[config.mk]
export PLATFORM = sky130hd
export DESIGN_NAME = mbist_march_ctrl
export DESIGN_NICKNAME = d
export VERILOG_FILES = /design/src/rtl/mbist_pkg.sv /design/src/rtl/mbist_addr_gen.sv /design/src/rtl/mbist_march_ctrl.sv
export SDC_FILE = /design/constraint.sdc
export NUM_CORES = 1
export LEC_CHECK = 0
export BUFFER_PORTS_ARGS = -buffer_cell sky130_fd_sc_hd__buf_2
export CAP_MARGIN = 10
export CORE_ASPECT_RATIO = 0.5
export CORE_MARGIN = 5
export CORE_UTILIZATION = 49
export DETAILED_ROUTE_END_ITERATION = 6
export GPL_TIMING_DRIVEN = 0
export HOLD_SLACK_MARGIN = 0.12
export PLACE_DENSITY = 0.72
export SLEW_MARGIN = 20
export SYNTH_ARGS = -nofsm -noshare
export SYNTH_HDL_FRONTEND = slang
export SYNTH_SLANG_ARGS = --single-unit
[constraint.sdc]
create_clock -name clk -period 7.9 [get_ports clk]
set_input_delay 1.975 -clock clk [delete_from_list [all_inputs] [get_ports clk]]
set_output_delay 1.975 -clock clk [all_outputs]
set_load 0.005 [all_outputs]
[src/rtl/mbist_pkg.sv]
// mbist_pkg
// Shared types and tables for the March C- memory BIST controller.
//   state_e      : controller FSM states
//   elem_e       : March C- element index (E0..E5)
//   PAT_*        : data background codes driven on bg_code[2:1]
//   elem_info_t  : per-element operation table entry
//   elem_down()  : address direction of an element
//   elem_info()  : full operation table lookup
package mbist_pkg;

    typedef enum logic [2:0] {
        ST_IDLE,
        ST_SETUP,
        ST_WAIT,
        ST_OP,
        ST_CMP,
        ST_DONE
    } state_e;

    typedef enum logic [2:0] {
        E0,
        E1,
        E2,
        E3,
        E4,
        E5
    } elem_e;

    localparam logic [1:0] PAT_SOLID   = 2'd0;
    localparam logic [1:0] PAT_CHECKER = 2'd1;
    localparam logic [1:0] PAT_PAIR    = 2'd2;
    localparam logic [1:0] PAT_LAST    = PAT_PAIR;

    // Bit [i] of rd/pol describes operation i of the element at one address.
    typedef struct packed {
        logic       down;
        logic       two_ops;
        logic [1:0] rd;
        logic [1:0] pol;
    } elem_info_t;

    function automatic logic elem_down(input elem_e e);
        return (e == E3) || (e == E4);
    endfunction

    function automatic elem_info_t elem_info(input elem_e e);
        elem_info_t info;
        info = '0;
        info.down = elem_down(e);
        case (e)
            E0:      begin info.two_ops = 1'b0; info.rd = 2'b00; info.pol = 2'b00; end
            E1, E3:  begin info.two_ops = 1'b1; info.rd = 2'b01; info.pol = 2'b10; end
            E2, E4:  begin info.two_ops = 1'b1; info.rd = 2'b01; info.pol = 2'b01; end
            E5:      begin info.two_ops = 1'b0; info.rd = 2'b01; info.pol = 2'b00; end
            default: info = '0;
        endcase
        return info;
    endfunction

endpackage

[src/rtl/mbist_addr_gen.sv]
// mbist_addr_gen
// Loadable up/down address counter for the march controller.
//   clk, rst_n : clock, asynchronous active-low reset
//   load       : preload to the first address of a new element
//   load_down  : direction of the element being loaded (1 = start at top)
//   step       : advance one address in direction 'down'
//   down       : direction of the current element
//   addr       : current address
//   last       : addr is the final address for direction 'down'
module mbist_addr_gen #(
    parameter int ADDR_W = 8
) (
    input  logic              clk,
    input  logic              rst_n,
    input  logic              load,
    input  logic              load_down,
    input  logic              step,
    input  logic              down,
    output logic [ADDR_W-1:0] addr,
    output logic              last
);

    localparam logic [ADDR_W-1:0] ONE = ADDR_W'(1);

    logic [ADDR_W-1:0] addr_q;
    logic [ADDR_W-1:0] addr_d;

    always_comb begin
        addr_d = addr_q;
        if (load) begin
            addr_d = load_down ? '1 : '0;
        end else if (step) begin
            addr_d = down ? (addr_q - ONE) : (addr_q + ONE);
        end
    end

    always_ff @(posedge clk or negedge rst_n) begin
        if (!rst_n) begin
            addr_q <= '0;
        end else begin
            addr_q <= addr_d;
        end
    end

    assign addr = addr_q;
    assign last = down ? (addr_q == '0) : (addr_q == '1);

endmodule

[src/rtl/mbist_march_ctrl.sv]
// mbist_march_ctrl
// March C- memory BIST controller running three data backgrounds.
//   clk, rst_n  : clock, asynchronous active-low reset
//   start       : test request (honoured only in IDLE or DONE)
//   bg_code     : {par, pat[1:0], ~pol} to the external pattern decoder
//   exp_data    : decoder output, two cycles after bg_code
//   mem_addr    : memory address
//   mem_we      : write strobe (memory stores exp_data)
//   mem_re      : read strobe (mem_rdata valid next cycle)
//   mem_rdata   : memory read data
//   busy, done  : run in progress / run finished (level)
//   fail        : mismatch seen, valid with done
//   fail_addr, fail_elem, fail_bg : first-failure capture
module mbist_march_ctrl
    import mbist_pkg::*;
#(
    parameter int ADDR_W = 8,
    parameter int DATA_W = 4
) (
    input  logic              clk,
    input  logic              rst_n,
    input  logic              start,
    output logic [3:0]        bg_code,
    input  logic [DATA_W-1:0] exp_data,
    output logic [ADDR_W-1:0] mem_addr,
    output logic              mem_we,
    output logic              mem_re,
    input  logic [DATA_W-1:0] mem_rdata,
    output logic              busy,
    output logic              done,
    output logic              fail,
    output logic [ADDR_W-1:0] fail_addr,
    output logic [2:0]        fail_elem,
    output logic [1:0]        fail_bg
);

    state_e            state_q, state_d;
    elem_e             elem_q, elem_d;
    logic [1:0]        pat_q, pat_d;
    logic              op_idx_q, op_idx_d;
    logic [DATA_W-1:0] exp_q, exp_d;
    logic              fail_q, fail_d;
    logic [ADDR_W-1:0] fail_addr_q, fail_addr_d;
    logic [2:0]        fail_elem_q, fail_elem_d;
    logic [1:0]        fail_bg_q, fail_bg_d;

    elem_info_t cur;
    logic       cur_rd;
    logic       cur_pol;
    logic       advance;
    logic       ag_load;
    logic       ag_load_down;
    logic       ag_step;
    logic       addr_last;

    assign cur     = elem_info(elem_q);
    assign cur_rd  = cur.rd[op_idx_q];
    assign cur_pol = cur.pol[op_idx_q];

    mbist_addr_gen #(
        .ADDR_W (ADDR_W)
    ) u_addr_gen (
        .clk       (clk),
        .rst_n     (rst_n),
        .load      (ag_load),
        .load_down (ag_load_down),
        .step      (ag_step),
        .down      (cur.down),
        .addr      (mem_addr),
        .last      (addr_last)
    );

    // Each operation walks SETUP -> WAIT -> OP (-> CMP for reads); when one
    // completes, 'advance' picks the next op, address, element or background.
    always_comb begin
        state_d      = state_q;
        elem_d       = elem_q;
        pat_d        = pat_q;
        op_idx_d     = op_idx_q;
        exp_d        = exp_q;
        fail_d       = fail_q;
        fail_addr_d  = fail_addr_q;
        fail_elem_d  = fail_elem_q;
        fail_bg_d    = fail_bg_q;
        advance      = 1'b0;
        ag_load      = 1'b0;
        ag_load_down = 1'b0;
        ag_step      = 1'b0;

        case (state_q)
            ST_IDLE, ST_DONE: begin
                if (start) begin
                    state_d      = ST_SETUP;
                    elem_d       = E0;
                    pat_d        = PAT_SOLID;
                    op_idx_d     = 1'b0;
                    fail_d       = 1'b0;
                    fail_addr_d  = '0;
                    fail_elem_d  = '0;
                    fail_bg_d    = '0;
                    ag_load      = 1'b1;
                    ag_load_down = 1'b0;
                end
            end
            ST_SETUP: state_d = ST_WAIT;
            ST_WAIT:  state_d = ST_OP;
            ST_OP: begin
                if (cur_rd) begin
                    exp_d   = exp_data;
                    state_d = ST_CMP;
                end else begin
                    advance = 1'b1;
                end
            end
            ST_CMP: begin
                if (mem_rdata != exp_q) begin
                    fail_d      = 1'b1;
                    fail_addr_d = mem_addr;
                    fail_elem_d = elem_q;
                    fail_bg_d   = pat_q;
                    state_d     = ST_DONE;
                end else begin
                    advance = 1'b1;
                end
            end
            default: state_d = ST_IDLE;
        endcase

        if (advance) begin
            state_d = ST_SETUP;
            if (cur.two_ops && !op_idx_q) begin
                op_idx_d = 1'b1;
            end else begin
                op_idx_d = 1'b0;
                if (!addr_last) begin
                    ag_step = 1'b1;
                end else if (elem_q != E5) begin
                    elem_d       = elem_e'(elem_q + 3'd1);
                    ag_load      = 1'b1;
                    ag_load_down = elem_down(elem_d);
                end else if (pat_q != PAT_LAST) begin
                    pat_d        = pat_q + 2'd1;
                    elem_d       = E0;
                    ag_load      = 1'b1;
                    ag_load_down = 1'b0;
                end else begin
                    state_d = ST_DONE;
                end
            end
        end
    end

    always_ff @(posedge clk or negedge rst_n) begin
        if (!rst_n) begin
            state_q     <= ST_IDLE;
            elem_q      <= E0;
            pat_q       <= PAT_SOLID;
            op_idx_q    <= 1'b0;
            exp_q       <= '0;
            fail_q      <= 1'b0;
            fail_addr_q <= '0;
            fail_elem_q <= '0;
            fail_bg_q   <= '0;
        end else begin
            state_q     <= state_d;
            elem_q      <= elem_d;
            pat_q       <= pat_d;
            op_idx_q    <= op_idx_d;
            exp_q       <= exp_d;
            fail_q      <= fail_d;
            fail_addr_q <= fail_addr_d;
            fail_elem_q <= fail_elem_d;
            fail_bg_q   <= fail_bg_d;
        end
    end

    assign busy   = (state_q == ST_SETUP) || (state_q == ST_WAIT) ||
                    (state_q == ST_OP)    || (state_q == ST_CMP);
    assign done   = (state_q == ST_DONE);
    assign mem_we = (state_q == ST_OP) && !cur_rd;
    assign mem_re = (state_q == ST_OP) && cur_rd;

    // Solid background ignores address parity; the others alternate with it.
    // bg_code is held steady through SETUP/WAIT/OP to cover decoder latency.
    assign bg_code = busy ? {(pat_q != PAT_SOLID) && mem_addr[0], pat_q, ~cur_pol} : 4'b0000;

    assign fail      = fail_q;
    assign fail_addr = fail_addr_q;
    assign fail_elem = fail_elem_q;
    assign fail_bg   = fail_bg_q;

endmodule

== After elaboration in Yosys (flattened, before gate mapping) ==
Index checks and enable logic that the tools add are counted.

* Add/sub/neg operators: 4
* Order comparisons: 1
* Eq/ne operators: 21
* Muxes and demuxes: 67
* Bitwise logic cells: 1
* Reduce and logical (&&, ||, !) cells: 27

{| class="wikitable"
|+ Operators by type and width
! operator !! count
|-
| two-way mux 3 bit || 17
|-
| two-way mux 8 bit || 6
|-
| two-way mux 1 bit || 27
|-
| two-way mux 2 bit || 9
|-
| one-hot mux 8 bit (2 select lines) || 1
|-
| equality test 3 x 2 -> 1 bit, second input constant || 5
|-
| equality test 3 bit, second input constant || 5
|-
| one-hot mux 3 bit (5 select lines) || 1
|-
| one-hot mux 5 bit (3 select lines) || 1
|-
| != test 3 bit, second input constant || 4
|-
| nonzero test 2 bit || 5
|-
| adder 8 x 1 -> 8 bit, second input constant || 1
|-
| equality test 8 bit, second input constant || 1
|-
| logical NOT 8 bit || 1
|-
| subtractor 8 x 1 -> 8 bit, second input constant || 1
|-
| equality test 3 x 1 -> 1 bit, second input constant || 2
|-
| logical NOT 3 bit || 2
|-
| != test 2 bit, second input constant || 3
|-
| one-hot mux 3 bit (2 select lines) || 1
|-
| AND reduction 3 bit || 2
|-
| OR reduction 2 bit || 3
|-
| OR reduction 6 bit || 1
|-
| logical OR 1 bit || 5
|-
| logical AND 1 bit || 4
|-
| other kinds (10) || 13
|}

* Register bits: 35
* Bits of input ports: 11
* Output and inout bits: 30
* Word-level logic and storage cells: 131

== Longest topological paths before layout ==
Gate-level depths: netlist of run 1.

* Word-level depth: 10
* Gate-level depth with buffers: 10
* Depth with buffers taken out: 9

== Cells and area by module ==
Synthesis of run 1 repeated with hierarchy kept, for this count alone.

* Cells, all modules: 242
* Area, all modules: 2245.9 um^2

{| class="wikitable"
|+ Modules (own cells, without submodules)
! module !! instances !! cells an instance !! area an instance (um^2) !! seq. area each (um^2)
|-
| mbist_march_ctrl || 1 || 157 || 1559.0 || 675.6
|-
| mbist_addr_gen || 1 || 85 || 686.9 || 200.2
|}

== Worst setup path before layout of run 1 ==
OpenSTA, ideal clock, no wires.

* Path type: input-to-reg
* Start point: input port mem_rdata[3]
* End point: register u_addr_gen.addr_q[6], in the netlist u_addr_gen.addr[6]
* Library setup time: 0.123 ns
* Data arrival time: 3.598 ns
* Slack: 4.179 ns
* Stages on the path: 7
* Path buffers: 1
* Path through: xor2_1 nor4_4 a31oi_4 o31a_4 buf_6 or3_1 o221a_2

* Longest elaborated chain between the ends: 6
* Elaborated cells between the ends (all ways): 9
* Classes of those cells: eq/ne: 1; mux: 7; reduce/logical: 1

{| class="wikitable"
|+ Ends and longest elaborated chain
! element !! line !! RTL
|-
| start: declaration || mbist_march_ctrl.sv:28 || <nowiki>input logic [DATA_W-1:0] mem_rdata,</nowiki>
|-
| != test 4 bit (*) || mbist_march_ctrl.sv:116 || <nowiki>if (mem_rdata != exp_q) begin</nowiki>
|-
| two-way mux 1 bit (*) || mbist_march_ctrl.sv:116 ||
|-
| one-hot mux 1 bit (2 select lines) (*) || mbist_march_ctrl.sv:90 || <nowiki>case (state_q)</nowiki>
|-
| two-way mux 1 bit || mbist_march_ctrl.sv:129 || <nowiki>if (advance) begin</nowiki>
|-
| two-way mux 8 bit || mbist_addr_gen.sv:31 || <nowiki>addr_d = load_down ? '1 : '0;</nowiki>
|-
| two-way mux 8 bit || mbist_addr_gen.sv:30 || <nowiki>if (load) begin</nowiki>
|-
| end signal: assignment || mbist_addr_gen.sv:41 || <nowiki>addr_q <= addr_d;</nowiki>
|-
| end: declaration || mbist_addr_gen.sv:25 || <nowiki>logic [ADDR_W-1:0] addr_q;</nowiki>
|}

Mark *: on every way between the ends. The rest lies on a longest branch, timed or not.
A chain may end at the register's enable or synchronous reset.

== Worst setup path after layout of run 1 ==
* Start point: register elem_q[2]
* End point: output port mem_re

* Longest elaborated chain between the ends: 6
* Elaborated cells between the ends (all ways): 11
* Classes of those cells: eq/ne: 5; mux: 3; reduce/logical: 3

{| class="wikitable"
|+ Ends and longest elaborated chain
! element !! line !! RTL
|-
| start: declaration || mbist_march_ctrl.sv:38 || <nowiki>elem_e elem_q, elem_d;</nowiki>
|-
| start signal: assignment || mbist_march_ctrl.sv:166 || <nowiki>elem_q <= elem_d;</nowiki>
|-
| equality test 3 bit (tied with other cells) || mbist_pkg.sv:50 || <nowiki>case (e)</nowiki>
|-
| OR reduction 2 bit (on tied branches) || - ||
|-
| one-hot mux 5 bit (3 select lines) (*) || mbist_pkg.sv:50 ||
|-
| two-way mux 1 bit (implied by the code) (*) (2 in a row) || mbist_march_ctrl.sv:57 || <nowiki>assign cur_rd = cur.rd[op_idx_q];</nowiki>
|-
| logical AND 1 bit (*) || mbist_march_ctrl.sv:181 || <nowiki>assign mem_re = (state_q == ST_OP) && cur_rd;</nowiki>
|-
| end: declaration || mbist_march_ctrl.sv:27 || <nowiki>output logic mem_re,</nowiki>
|}

Mark *: on every way between the ends. The rest lies on a longest branch, timed or not. The select of a mux whose other input is x is not followed.

==> flow_summary.rst, run 1 <==
.. list-table::
   :header-rows: 1

   * - Metric
     - Value
   * - Longest individual stage delay on the worst path
     - roughly 450 ps
   * - Endpoints failing hold
     - 0
   * - Cells along the critical path
     - buf_2 > inv_1 > ha_1 > a211oi_1 > o21ai_0 > nand4b_1 > inv_1 > buf_2
   * - Clk slew on worst S/H paths
     - 70 ps
   * - Remaining antenna violation count
     - 0
   * - Clock tree from TritonCTS
     - done
   * - Final cell count without fillers
     - 357
   * - Number of global-route vias before repair
     - about 2,000
   * - Cts hold-fix bufs
     - 0
   * - Largest voltage drop on the vdd net
     - about 0.16 mV
   * - P_leak
     - ~1.2 nW
   * - RSZ-0062 raised after global routing
     - no
   * - Total clock sinks
     - 35
   * - Final worst path period share
     - 53.8%
   * - Detailed-route via count
     - 1,988
   * - Count of instances resized after the clock tree is built
     - 0
   * - Fraction of power consumed by the clock network
     - about 16%
   * - Setup repair bufs after CTS
     - 0
   * - Internal Pwr Total
     - between 0.4 and 0.5 mW
   * - Number of antenna violations at the first check in global routing
     - 0
   * - Number of enable-type register cells in the synthesized netlist
     - 0
   * - Highest-utilization routing layer at the global route stage
     - met2
   * - # rows
     - 17
   * - Initial Utilization
     - 50.4%
   * - GRT met1 Usage
     - between 20% and 30%
   * - Power Dens Cells
     - approximately 330 nW/um2
   * - Net count after synthesis
     - 271
   * - Yosys cell types
     - a little over 50
   * - Die Ht
     - between 50 and 60 um
   * - Final Routed Wirelength
     - ~5.4 mm
   * - Net Sw Frac
     - a little over two fifths
   * - Average routed wire per standard cell
     - between 10 and 15 um
   * - Met3 Resource Use GR
     - 5.42%
   * - Combined buffer and inverter count along the critical path
     - 4
   * - Total Neg Setup Slack
     - 0 ps
   * - Maximum number of buffers from clock root to sink
     - 2
   * - Required time of the critical path
     - between 5000 and 6000 ps
   * - Warnings from Yosys
     - 0
   * - Aggregate global-route resource usage
     - between 10% and 20%
   * - Gate count after technology mapping
     - 253
   * - Net total in the final layout
     - ~320
   * - Fraction of registers with async set or reset after synthesis
     - between 90% and 100%
   * - Sequential Power Share
     - 32.2%
   * - Final critical delay including setup and external delays
     - between 4000 and 5000 ps
   * - Global placement routability congestion
     - roughly 0.88
   * - Utilization after layout
     - roughly 60%
   * - Level count of the clock H-tree
     - 2
   * - Inst Count DP
     - 350
   * - Maximum number of pins on one net before global-route repair
     - 36
   * - Top-level port count
     - 41
   * - Sequential area share after synthesis
     - 39.7%
   * - Transition time at the pin with the least slew margin
     - between 700 and 800 ps
   * - Flip-flop cell with the highest count after synthesis
     - sky130_fd_sc_hd__dfrtp_1
   * - Endpoint type of the worst setup path
     - primary output
   * - Category of cells accounting for the largest share of critical-path delay
     - buffers and inverters
   * - Slowest library cell on the worst path
     - sky130_fd_sc_hd__dfrtp_1
   * - Met2 Track Usage GR
     - a little under a third
   * - Count of state elements after synthesis
     - 35
   * - Run status
     - finished, final reports clean
   * - Detailed-route DRC error count
     - 0
   * - Antenna diode instance count
     - 0
   * - Worst endpoint data arrival time
     - 2270 ps
   * - Area of the mapped netlist
     - ~2200 um2
   * - Share of post-route cells with drive strength above 1
     - between 20% and 30%
   * - GRT overflow
     - 0
   * - Core ar.
     - around 4400 um2
   * - Area grow syn2layout
     - 16.3%
   * - Buffers added on ports
     - 40
   * - Layout Skew
     - between 3 and 4 ps
   * - Horizontal die dimension
     - ~100 um
   * - Mean cell area of the mapped netlist
     - roughly 8.7 um2
   * - Global-route wire length before repair
     - about 9.2 mm
   * - Crit path max fanout
     - 10
   * - Area of the die
     - between 6000 and 7000 um2
   * - Avg Vias per Cell
     - approximately 5.6
   * - Worst slew slack as a fraction of its limit
     - around 47%
   * - Startpoint type of the worst setup path
     - flop
   * - Final-report setup violation count
     - 0
   * - First-pass DRT Iterations
     - 4
   * - Path class of the lowest-slack min-delay path
     - reg -> reg
   * - Kind of critical path
     - reg -> out
   * - Final HPWL from detailed placement
     - 4.03 mm
   * - Clk Latency, worst-skew pair
     - 280 ps
   * - Pins Over Slew Limit
     - 0
   * - Number of violations reported at the end of detailed-routing iteration 0
     - 110
   * - Highest achievable clock rate
     - between 200 and 250 MHz
   * - Combinational group share of total power
     - about 52%
   * - Clock root buffer master
     - sky130_fd_sc_hd__clkbuf_8
   * - Total of max-cap violations
     - 0
   * - Switching power summed over all nets
     - about 0.36 mW
   * - TritonCTS buffer count
     - 5
-- cell usage in the layout (no fill, tap or decap), types with 6 or more instances in the layout --
cell type | netlist | final
sky130_fd_sc_hd__clkbuf_8 | 0 | 6
sky130_fd_sc_hd__a21oi_1 | 13 | 13
sky130_fd_sc_hd__nor2_1 | 12 | 12
sky130_fd_sc_hd__nand3_1 | 6 | 6
sky130_fd_sc_hd__nand2_1 | 62 | 62
sky130_fd_sc_hd__clkbuf_1 | 9 | 9
sky130_fd_sc_hd__inv_1 | 8 | 8
sky130_fd_sc_hd__o21ai_0 | 21 | 21
sky130_fd_sc_hd__ha_1 | 7 | 7
sky130_fd_sc_hd__buf_2 | 3 | 43
sky130_fd_sc_hd__dfrtp_1 | 35 | 35
-- stage by stage --
| step | cell area (um2) | total power [mW] | setup WS (ps) | hold WS [ps] |
|---|---|---|---|---|
| 2_1_floorplan | 2210 | 0.580 | 4180 | 466 |
| 3_3_place_gp | 2480 | 0.699 | 3960 | 456 |
| 3_5_place_dp | 2480 | 0.715 | 3940 | 460 |
| 4_1_cts | 2570 | 0.850 | 3630 | 476 |
| 5_1_grt | 2570 | 0.909 | 3470 | 486 |
| 6_report | 2570 | 0.848 | 3650 | 473 |
-- state kept, by name, summed over array words and instances (netlist names) --
| register | cells |
|---|---|
| elem_q | 3 |
| pat_q | 2 |
| state_q | 3 |
| fail_elem | 3 |
| u_addr_gen.addr | 8 |
| op_idx_q | 1 |
| fail | 1 |
| fail_addr | 8 |
| exp_q | 4 |
| fail_bg | 2 |
-- synth_stat cells, drive strengths merged (2+ instances only) --
library cell  number  share of area [%]
a211oi             2               0.68
a21oi             13                2.9
a31o               2               0.79
a31oi              4                1.8
and2               4                1.2
and2b              2               0.74
buf                8                2.7
clkbuf             9                1.5
dfrtp             35                 40
ha                 7                4.0
inv                8                1.4
mux2               2                1.4
mux2i              5                2.3
nand2             62                 11
nand3              6                1.4
nand4              4                1.1
nor2              12                2.0
nor3               5                1.6
nor4               5                2.1
o211ai             2               0.68
o21ai             21                4.8
o221a              3                1.5
o31ai              2               0.68
or3                5                1.4
or4                2               0.85
xnor2              4                1.6
xor2               4                1.6
-- final cells by class --
class | instances | area (um2)
clock inverter | 1 | 5.00
clock buffer | 6 | 82.6
multi-input combinational | 193 | 1210
tap | 57 | 71.3
fill | 396 | 1810
sequential | 35 | 876
timing repair buffer | 40 | 200
buffer | 17 | 93.8
inverter | 8 | 30.0
-- metal layers --
layer,part of all wire [%],wire length [um],up-vias
li1,-,-,983
met1,47,2540,946
met2,45,2420,55
met3,6.6,353,4
met4,0.78,42,0
met5,0,0,-
-- worst register-to-register path: cells and delay by family (launching register included) --
family | cells | cell delay (ps)
AOI/OAI and AO/OA | 3 | 630
xor gates and xnor gates | 1 | 160
adders and majority gates | 2 | 520
buffers and inverters | 1 | 110
DFF | 1 | 460
muxes | 1 | 480
and+or+nand+nor | 1 | 370
-- power groups by stage --
stage	registers (mW)	logic (mW)	clock network [mW]
2_1_floorplan	0.274	0.305	0
3_3_place_gp	0.273	0.426	0
3_5_place_dp	0.276	0.439	0
4_1_cts	0.272	0.442	0.136
5_1_grt	0.279	0.485	0.145
6_report	0.273	0.441	0.134
-- cells by family (layout without fill, tap and decap cells) --
family,after synthesis,after routing,share of synthesized area [%]
simple gates,114,114,25.7
fa+ha+maj,7,7,3.97
flops,35,35,39.7
compound gates,57,57,18.2
mux,7,7,3.63
xor+xnor,8,8,3.17
buf+inv,25,72,5.61
-- final timing paths --
kind,startpoint,to,slack (ps),cells after the start
setup / recovery,elem_q[2],mem_re,3650,8
hold / removal,fail,fail,470,1
setup reg to reg,elem_q[0],u_addr_gen.addr[4],5040,9
hold reg to reg,fail,fail,470,1
max in group asynchronous,rst_n,fail_addr[2],5630,1
min in group asynchronous,rst_n,fail,1770,1
Note: power is estimated with default switching activity, not from simulation.
==> run 2, diff against run 1 <==
ABC_AREA = 1   (was unset)
PLACE_DENSITY = 0.74   (was 0.72)
clock period = 3.8 ns   (was 7.9 ns; I/O delays follow)
==> run 2 against run 1 <==
Compared with the run above: worst hold slack worse by 6.5 ps; non-clock buffer count down 11; worst setup slack got worse by 2800 ps; combinational power is 120% higher; sequential share of layout area shrank 1.2 points; first-iteration DRC count is 15% lower; critical path type unchanged; critical endpoint unchanged; largest cell class unchanged; largest power group unchanged.
==> flow_summary.rst, run 2 <==
.. list-table::
   :header-rows: 1

   * - Metric
     - Value
   * - Inst Count DP
     - 419
   * - Crit path max fanout
     - 7
   * - Met2 Track Usage GR
     - between 30% and 40%
   * - Clk Latency, worst-skew pair
     - slightly below 300 ps
   * - Share of post-route cells with drive strength above 1
     - 23.0%
   * - Global placement routability congestion
     - 0.898
   * - Level count of the clock H-tree
     - 2
   * - Warnings from Yosys
     - 0
   * - GRT overflow
     - 0
   * - Gate count after technology mapping
     - between 300 and 400
   * - Endpoint type of the worst setup path
     - primary output
   * - Utilization after layout
     - between 50% and 60%
   * - Top-area cell type share of the netlist area
     - a little under two fifths
   * - Fraction of registers with async set or reset after synthesis
     - 100%
   * - Maximum number of pins on one net before global-route repair
     - 36
   * - Leading post-synthesis cells by cell area
     - sky130_fd_sc_hd__dfrtp_1 (38%), sky130_fd_sc_hd__nand2_1 (14%), sky130_fd_sc_hd__nand3_1 (6.5%), sky130_fd_sc_hd__inv_1 (6.4%), sky130_fd_sc_hd__nor2_1 (6.0%)
   * - Worst slew slack as a fraction of its limit
     - a little under half
   * - Required time of the critical path
     - between 2000 and 3000 ps
   * - Transition time at the pin with the least slew margin
     - roughly 800 ps
   * - P_leak
     - around 1.5 nW
   * - Initial Utilization
     - approximately half
   * - Setup repair bufs after CTS
     - 0
   * - GRT met1 Usage
     - about a quarter
   * - Worst hold slack
     - between 400 and 500 ps
   * - First-pass DRT Iterations
     - 4
   * - Mean cell area of the mapped netlist
     - a little over 7 um2
   * - Die Ht
     - between 50 and 60 um
   * - Area of the die
     - 6260 um2
   * - Commonest non-fill, non-tap cells in the layout
     - sky130_fd_sc_hd__nand2_1 (85), sky130_fd_sc_hd__buf_2 (43), sky130_fd_sc_hd__inv_1 (39)
   * - Final-report setup violation count
     - 0
   * - Largest voltage drop on the vdd net
     - around 0.29 mV
   * - Core ar.
     - between 4000 and 5000 um2
   * - Final critical delay including setup and external delays
     - about 2900 ps
   * - Net count after synthesis
     - 340
   * - Area grow syn2layout
     - 15.6%
   * - Net total in the final layout
     - 387
   * - Aggregate global-route resource usage
     - between 10% and 20%
   * - Biggest area consumer among synthesized cells
     - sky130_fd_sc_hd__dfrtp_1
   * - Clk slew on worst S/H paths
     - roughly 80 ps
   * - Most used standard cells in the synthesized netlist
     - sky130_fd_sc_hd__nand2_1 (85), sky130_fd_sc_hd__inv_1 (39), sky130_fd_sc_hd__nor2_1 (37), sky130_fd_sc_hd__dfrtp_1 (35), sky130_fd_sc_hd__nand3_1 (30)
   * - Count of fill cells added during filler insertion
     - between 400 and 500
   * - Average routed wire per standard cell
     - between 10 and 15 um
   * - Layout Skew
     - roughly 15 ps
   * - Cts hold-fix bufs
     - 0
   * - Worst endpoint data arrival time
     - 1970 ps
   * - Global-route wire length before repair
     - between 9 and 10 mm
   * - Power Dens Cells
     - between 700 and 800 nW/um2
   * - TritonCTS buffer count
     - 5
   * - Area of the mapped netlist
     - 2300 um2
   * - Run status
     - finished, final reports clean
   * - Clock root buffer master
     - sky130_fd_sc_hd__clkbuf_8
   * - Flip-flop cell with the highest count after synthesis
     - sky130_fd_sc_hd__dfrtp_1
   * - Number of violations reported at the end of detailed-routing iteration 0
     - 94
   * - Met3 Resource Use GR
     - about 3.7%
   * - Antenna diode instance count
     - 0
   * - Count of state elements after synthesis
     - 35
   * - Total Neg Setup Slack
     - 0 ps
   * - Kind of critical path
     - reg -> out
   * - Yosys cell types
     - 31
   * - Final Routed Wirelength
     - 5.62 mm
   * - Horizontal die dimension
     - 107 um
   * - Number of global-route vias before repair
     - between 2,000 and 2,500
   * - Highest achievable clock rate
     - about 340 MHz
   * - Final worst path period share
     - 76.8%
   * - Final HPWL from detailed placement
     - around 4.2 mm
   * - Final cell count without fillers
     - between 400 and 500
   * - Startpoint type of the worst setup path
     - flop
   * - Sequential area share after synthesis
     - a little under two fifths
   * - Commonest non-fill, non-tap cell in the layout
     - sky130_fd_sc_hd__nand2_1
   * - Top-level port count
     - 41
   * - Detailed-route via count
     - between 2,000 and 2,500
   * - Path class of the lowest-slack min-delay path
     - reg -> reg
   * - Endpoints failing hold
     - 0
   * - Buffers added on ports
     - 40
   * - Number of enable-type register cells in the synthesized netlist
     - 0
   * - Highest-utilization routing layer at the global route stage
     - met2
   * - Avg Vias per Cell
     - roughly 5.2
   * - Maximum number of buffers from clock root to sink
     - 2
   * - Clock tree from TritonCTS
     - done
   * - Total of max-cap violations
     - 0
   * - Detailed-route DRC error count
     - 0
   * - RSZ-0062 raised after global routing
     - no
   * - # rows
     - 17
   * - Most numerous cell in the Yosys netlist
     - sky130_fd_sc_hd__nand2_1
   * - Pins Over Slew Limit
     - 0
   * - Remaining antenna violation count
     - 0
   * - Number of antenna violations at the first check in global routing
     - 0
   * - Count of instances resized after the clock tree is built
     - 0
   * - Total clock sinks
     - 35
run 2: cell type report:
| cell class | count | area, um2 | area share, % |
|---|---|---|---|
| timing repair buffer | 40 | 200 | 7.51 |
| multi-input combinational | 234 | 1200 | 45.0 |
| buffer | 6 | 48.8 | 1.83 |
| clock inverter | 3 | 20.0 | 0.751 |
| clock buffer | 5 | 68.8 | 2.58 |
| tap | 57 | 71.3 | 2.68 |
| sequential | 35 | 876 | 32.9 |
| inverter | 47 | 181 | 6.81 |
run 2: critical path: stages (launching register included):
cell and delay, ps:
sky130_fd_sc_hd__dfrtp_1 450, sky130_fd_sc_hd__inv_1 120, sky130_fd_sc_hd__ha_1 230, sky130_fd_sc_hd__nand2_1 130
sky130_fd_sc_hd__o21ai_0 110, sky130_fd_sc_hd__nand2_1 170, sky130_fd_sc_hd__nand3_1 90, sky130_fd_sc_hd__nand2_1 120
sky130_fd_sc_hd__inv_1 120, sky130_fd_sc_hd__buf_2 150
run 2: final timing paths:
kind | startpoint | end | slack (ps) | depth (start not counted)
hold reg to reg | fail | fail | 470 | 2
hold / removal | fail | fail | 470 | 2
min in group asynchronous | rst_n | op_idx_q | 740 | 1
max in group asynchronous | rst_n | fail_addr[4] | 2540 | 1
setup / recovery | elem_q[0] | mem_re | 880 | 9
setup reg to reg | elem_q[0] | u_addr_gen.addr[4] | 1480 | 17
run 2: where the power goes:
group	switching, mW	internal [mW]	leakage (nW)	total, mW
Sequential	0.138	0.504	0.446	0.641
Clock	0.145	0.128	0.0402	0.273
Combinational	0.605	0.361	1.01	0.966
Total	0.887	0.993	1.49	1.88
run 2: through the flow:
step	power, mW	cell area (um2)	setup slack [ps]
after global routing	2.05	2670	641
after detailed placement	1.61	2580	1180
after global placement	1.58	2580	1250
after floorplan	1.31	2300	1550
final	1.88	2670	883
after CTS	1.89	2670	859
run 2: cell families (layout without fill, tap and decap cells):
logic type / after synthesis / in the layout / share of synthesized area [%]
buffers and inverters: 53 / 101 / 9.99
AO/OA/AOI/OAI: 45 / 45 / 11.2
AND/OR/NAND/NOR: 179 / 179 / 35.9
adder cells (fa/ha/maj): 7 / 7 / 3.80
flip-flops: 35 / 35 / 38.0
XOR/XNOR: 3 / 3 / 1.14
run 2: metal layers:
metal | wire length, um | part of all wire (%)
met5 | 0 | 0
met4 | 40 | 0.71
met3 | 310 | 5.5
met2 | 2570 | 46
met1 | 2700 | 48
==> run 3, diff against run 2 <==
ABC_AREA = 0   (was 1)
PLACE_DENSITY = 0.75   (was 0.74)
clock period = 2.6 ns   (was 3.8 ns; I/O delays follow)
==> run 3 against run 2 <==
Compared with the run above: sequential share of layout area shrank 0.57 points; global-route usage shrank 0.43 points; clock skew shrank 9.3 ps; non-clock buffer count grew 17; largest cell class unchanged.
==> flow_summary.rst, run 3 (synthesized netlist as in run 1, its figures left out) <==
.. list-table::
   :header-rows: 1

   * - Metric
     - Value
   * - Run status
     - finished, final reports clean
   * - Layout Skew
     - between 5 and 6 ps
   * - Kind of critical path
     - reg -> reg
   * - Final cell count without fillers
     - between 300 and 400
   * - Crit path max fanout
     - 10
   * - Total clock sinks
     - 35
   * - Detailed-route via count
     - around 2,000
   * - RR Startpoint
     - elem_q[0]
   * - Largest voltage drop on the vdd net
     - between 0.4 and 0.5 mV
   * - Remaining antenna violation count
     - 0
   * - Maximum number of pins on one net before global-route repair
     - 36
   * - Final worst path period share
     - between 90% and 100%
   * - Area of placed instances
     - 2480 um2
   * - Startpoint type of the worst setup path
     - flop
   * - Level count of the clock H-tree
     - 2
   * - TritonCTS buffer count
     - 5
   * - P_leak
     - roughly 1.2 nW
   * - Detailed-route DRC error count
     - 0
   * - Clk slew on worst S/H paths
     - 70 ps
   * - CP endpoint
     - u_addr_gen.addr[6]
   * - First-pass DRT Iterations
     - 5
   * - Global-route wire length before repair
     - between 9 and 10 mm
   * - Endpoints failing hold
     - 0
   * - End of the worst register-to-register path
     - u_addr_gen.addr[6]
   * - Initial Utilization
     - 50.4%
   * - Required time of the critical path
     - ~2800 ps
   * - Inst Count DP
     - 350
   * - Clock root buffer master
     - sky130_fd_sc_hd__clkbuf_8
   * - Worst slew slack as a fraction of its limit
     - a little under half
   * - Antenna diode instance count
     - 0
   * - Global placement routability congestion
     - 0.866
   * - Avg Vias per Cell
     - roughly 5.6
   * - Clock tree from TritonCTS
     - done
   * - Commonest non-fill, non-tap cells in the layout
     - sky130_fd_sc_hd__nand2_1 (61), sky130_fd_sc_hd__buf_2 (41), sky130_fd_sc_hd__dfrtp_1 (33)
   * - Final-report setup violation count
     - 0
   * - # rows
     - 17
   * - RSZ-0062 raised after global routing
     - yes
   * - Number of global-route vias before repair
     - roughly 1,900
   * - Register-to-register path setup slack
     - about 33 ps
   * - Final standard cell area without fillers
     - roughly 2700 um2
   * - Top-level port count
     - 41
   * - Count of fill cells added during filler insertion
     - ~380
   * - Worst endpoint data arrival time
     - about 2800 ps
   * - GRT overflow
     - 0
   * - Clk Latency, worst-skew pair
     - a little under 300 ps
   * - Transition time at the pin with the least slew margin
     - 785 ps
   * - Buffers added on ports
     - 40
   * - Final critical delay including setup and external delays
     - between 2000 and 3000 ps
   * - Average routed wire per standard cell
     - about 15 um
   * - Area grow syn2layout
     - 23.2%
   * - Number of antenna violations at the first check in global routing
     - 0
   * - Total of max-cap violations
     - 0
   * - Pins Over Slew Limit
     - 0
   * - Core ar.
     - roughly 4400 um2
   * - Length in cells of the worst reg-to-reg path
     - 10
   * - Commonest non-fill, non-tap cell in the layout
     - sky130_fd_sc_hd__nand2_1
   * - Highest achievable clock rate
     - ~390 MHz
   * - Area of the die
     - 6030 um2
   * - Power Dens Cells
     - 975 nW/um2
   * - Path class of the lowest-slack min-delay path
     - in -> async
   * - Aggregate global-route resource usage
     - a little under a fifth
   * - Die Ht
     - approximately 57 um
   * - Final Routed Wirelength
     - roughly 5.5 mm
   * - Total power
     - about 2.7 mW
   * - Endpoint type of the worst setup path
     - flop
   * - Start point of the critical path
     - elem_q[0]
   * - Number of violations reported at the end of detailed-routing iteration 0
     - between 90 and 100
   * - Net total in the final layout
     - 324
   * - Horizontal die dimension
     - roughly 100 um
   * - Final HPWL from detailed placement
     - a little under 4 mm
   * - Maximum number of buffers from clock root to sink
     - 2
   * - Share of post-route cells with drive strength above 1
     - a little under a third
-- run 3: what timing repair did --
action / 4_1_cts / 5_1_grt
setup endpoints to repair: 8 / 13
hold buffers: 0 / 0
buffers inserted: 6 / 1
pin swaps: 2 / 3
resized for setup: 7 / 16
-- run 3: area by class of cell --
| type | instances | area [um2] | share of cell area [%] |
|---|---|---|---|
| multi-input combinational | 193 | 1300 | 47.7 |
| sequential | 35 | 878 | 32.3 |
| timing repair buffer | 47 | 253 | 9.29 |
| clock buffer | 8 | 100 | 3.68 |
| buffer | 16 | 91.3 | 3.36 |
| tap | 57 | 71.3 | 2.62 |
| inverter | 8 | 30.0 | 1.10 |
-- run 3: worst min-delay path by stage --
stage / from / end / slack (ps) / cells past startpoint
after CTS: rst_n / fail / 470 / 1
after global routing: fail / fail / 490 / 1
after detailed placement: fail / fail / 460 / 1
after global placement: fail / fail / 450 / 1
final: rst_n / u_addr_gen.addr[5] / 440 / 1
after floorplan: rst_n / elem_q[0] / 350 / 0
-- run 3: layer usage --
metal  wire length (um)  GRT usage (%)  up-vias
li1                   -              -      994
met1               2550           24.9      976
met2               2600           29.3       58
met3                344           5.20        7
met4                 57           5.83        0
met5                  0              0        -
-- run 3: stage by stage --
step                hold slack [ps]  util (%)  worst slack (ps)  setup TNS, ps
floorplan                       354         -              38.0              0
global placement                454      56.6              -174           -433
detailed placement              462      56.6              -187           -594
CTS                             470      60.3              7.38              0
global route                    490      62.1             -27.4          -27.4
finish                          440      62.1              33.4              0
-- run 3: critical path: stages, from the launching register on --
cell and delay (ps):
sky130_fd_sc_hd__dfrtp_2 420, sky130_fd_sc_hd__buf_4 150, sky130_fd_sc_hd__ha_4 170, sky130_fd_sc_hd__ha_4 180, sky130_fd_sc_hd__a211oi_2 180, sky130_fd_sc_hd__o2111a_2 270
sky130_fd_sc_hd__a31oi_4 80, sky130_fd_sc_hd__o31a_4 400, sky130_fd_sc_hd__buf_6 140, sky130_fd_sc_hd__or3_1 340, sky130_fd_sc_hd__o221a_2 120
-- run 3: power by group --
part | switching [mW] | leakage, nW | internal [mW]
Sequential | 0.109 | 0.445 | 0.716
Clock | 0.190 | 0.0515 | 0.242
Combinational | 0.811 | 0.734 | 0.585
Total | 1.11 | 1.23 | 1.54
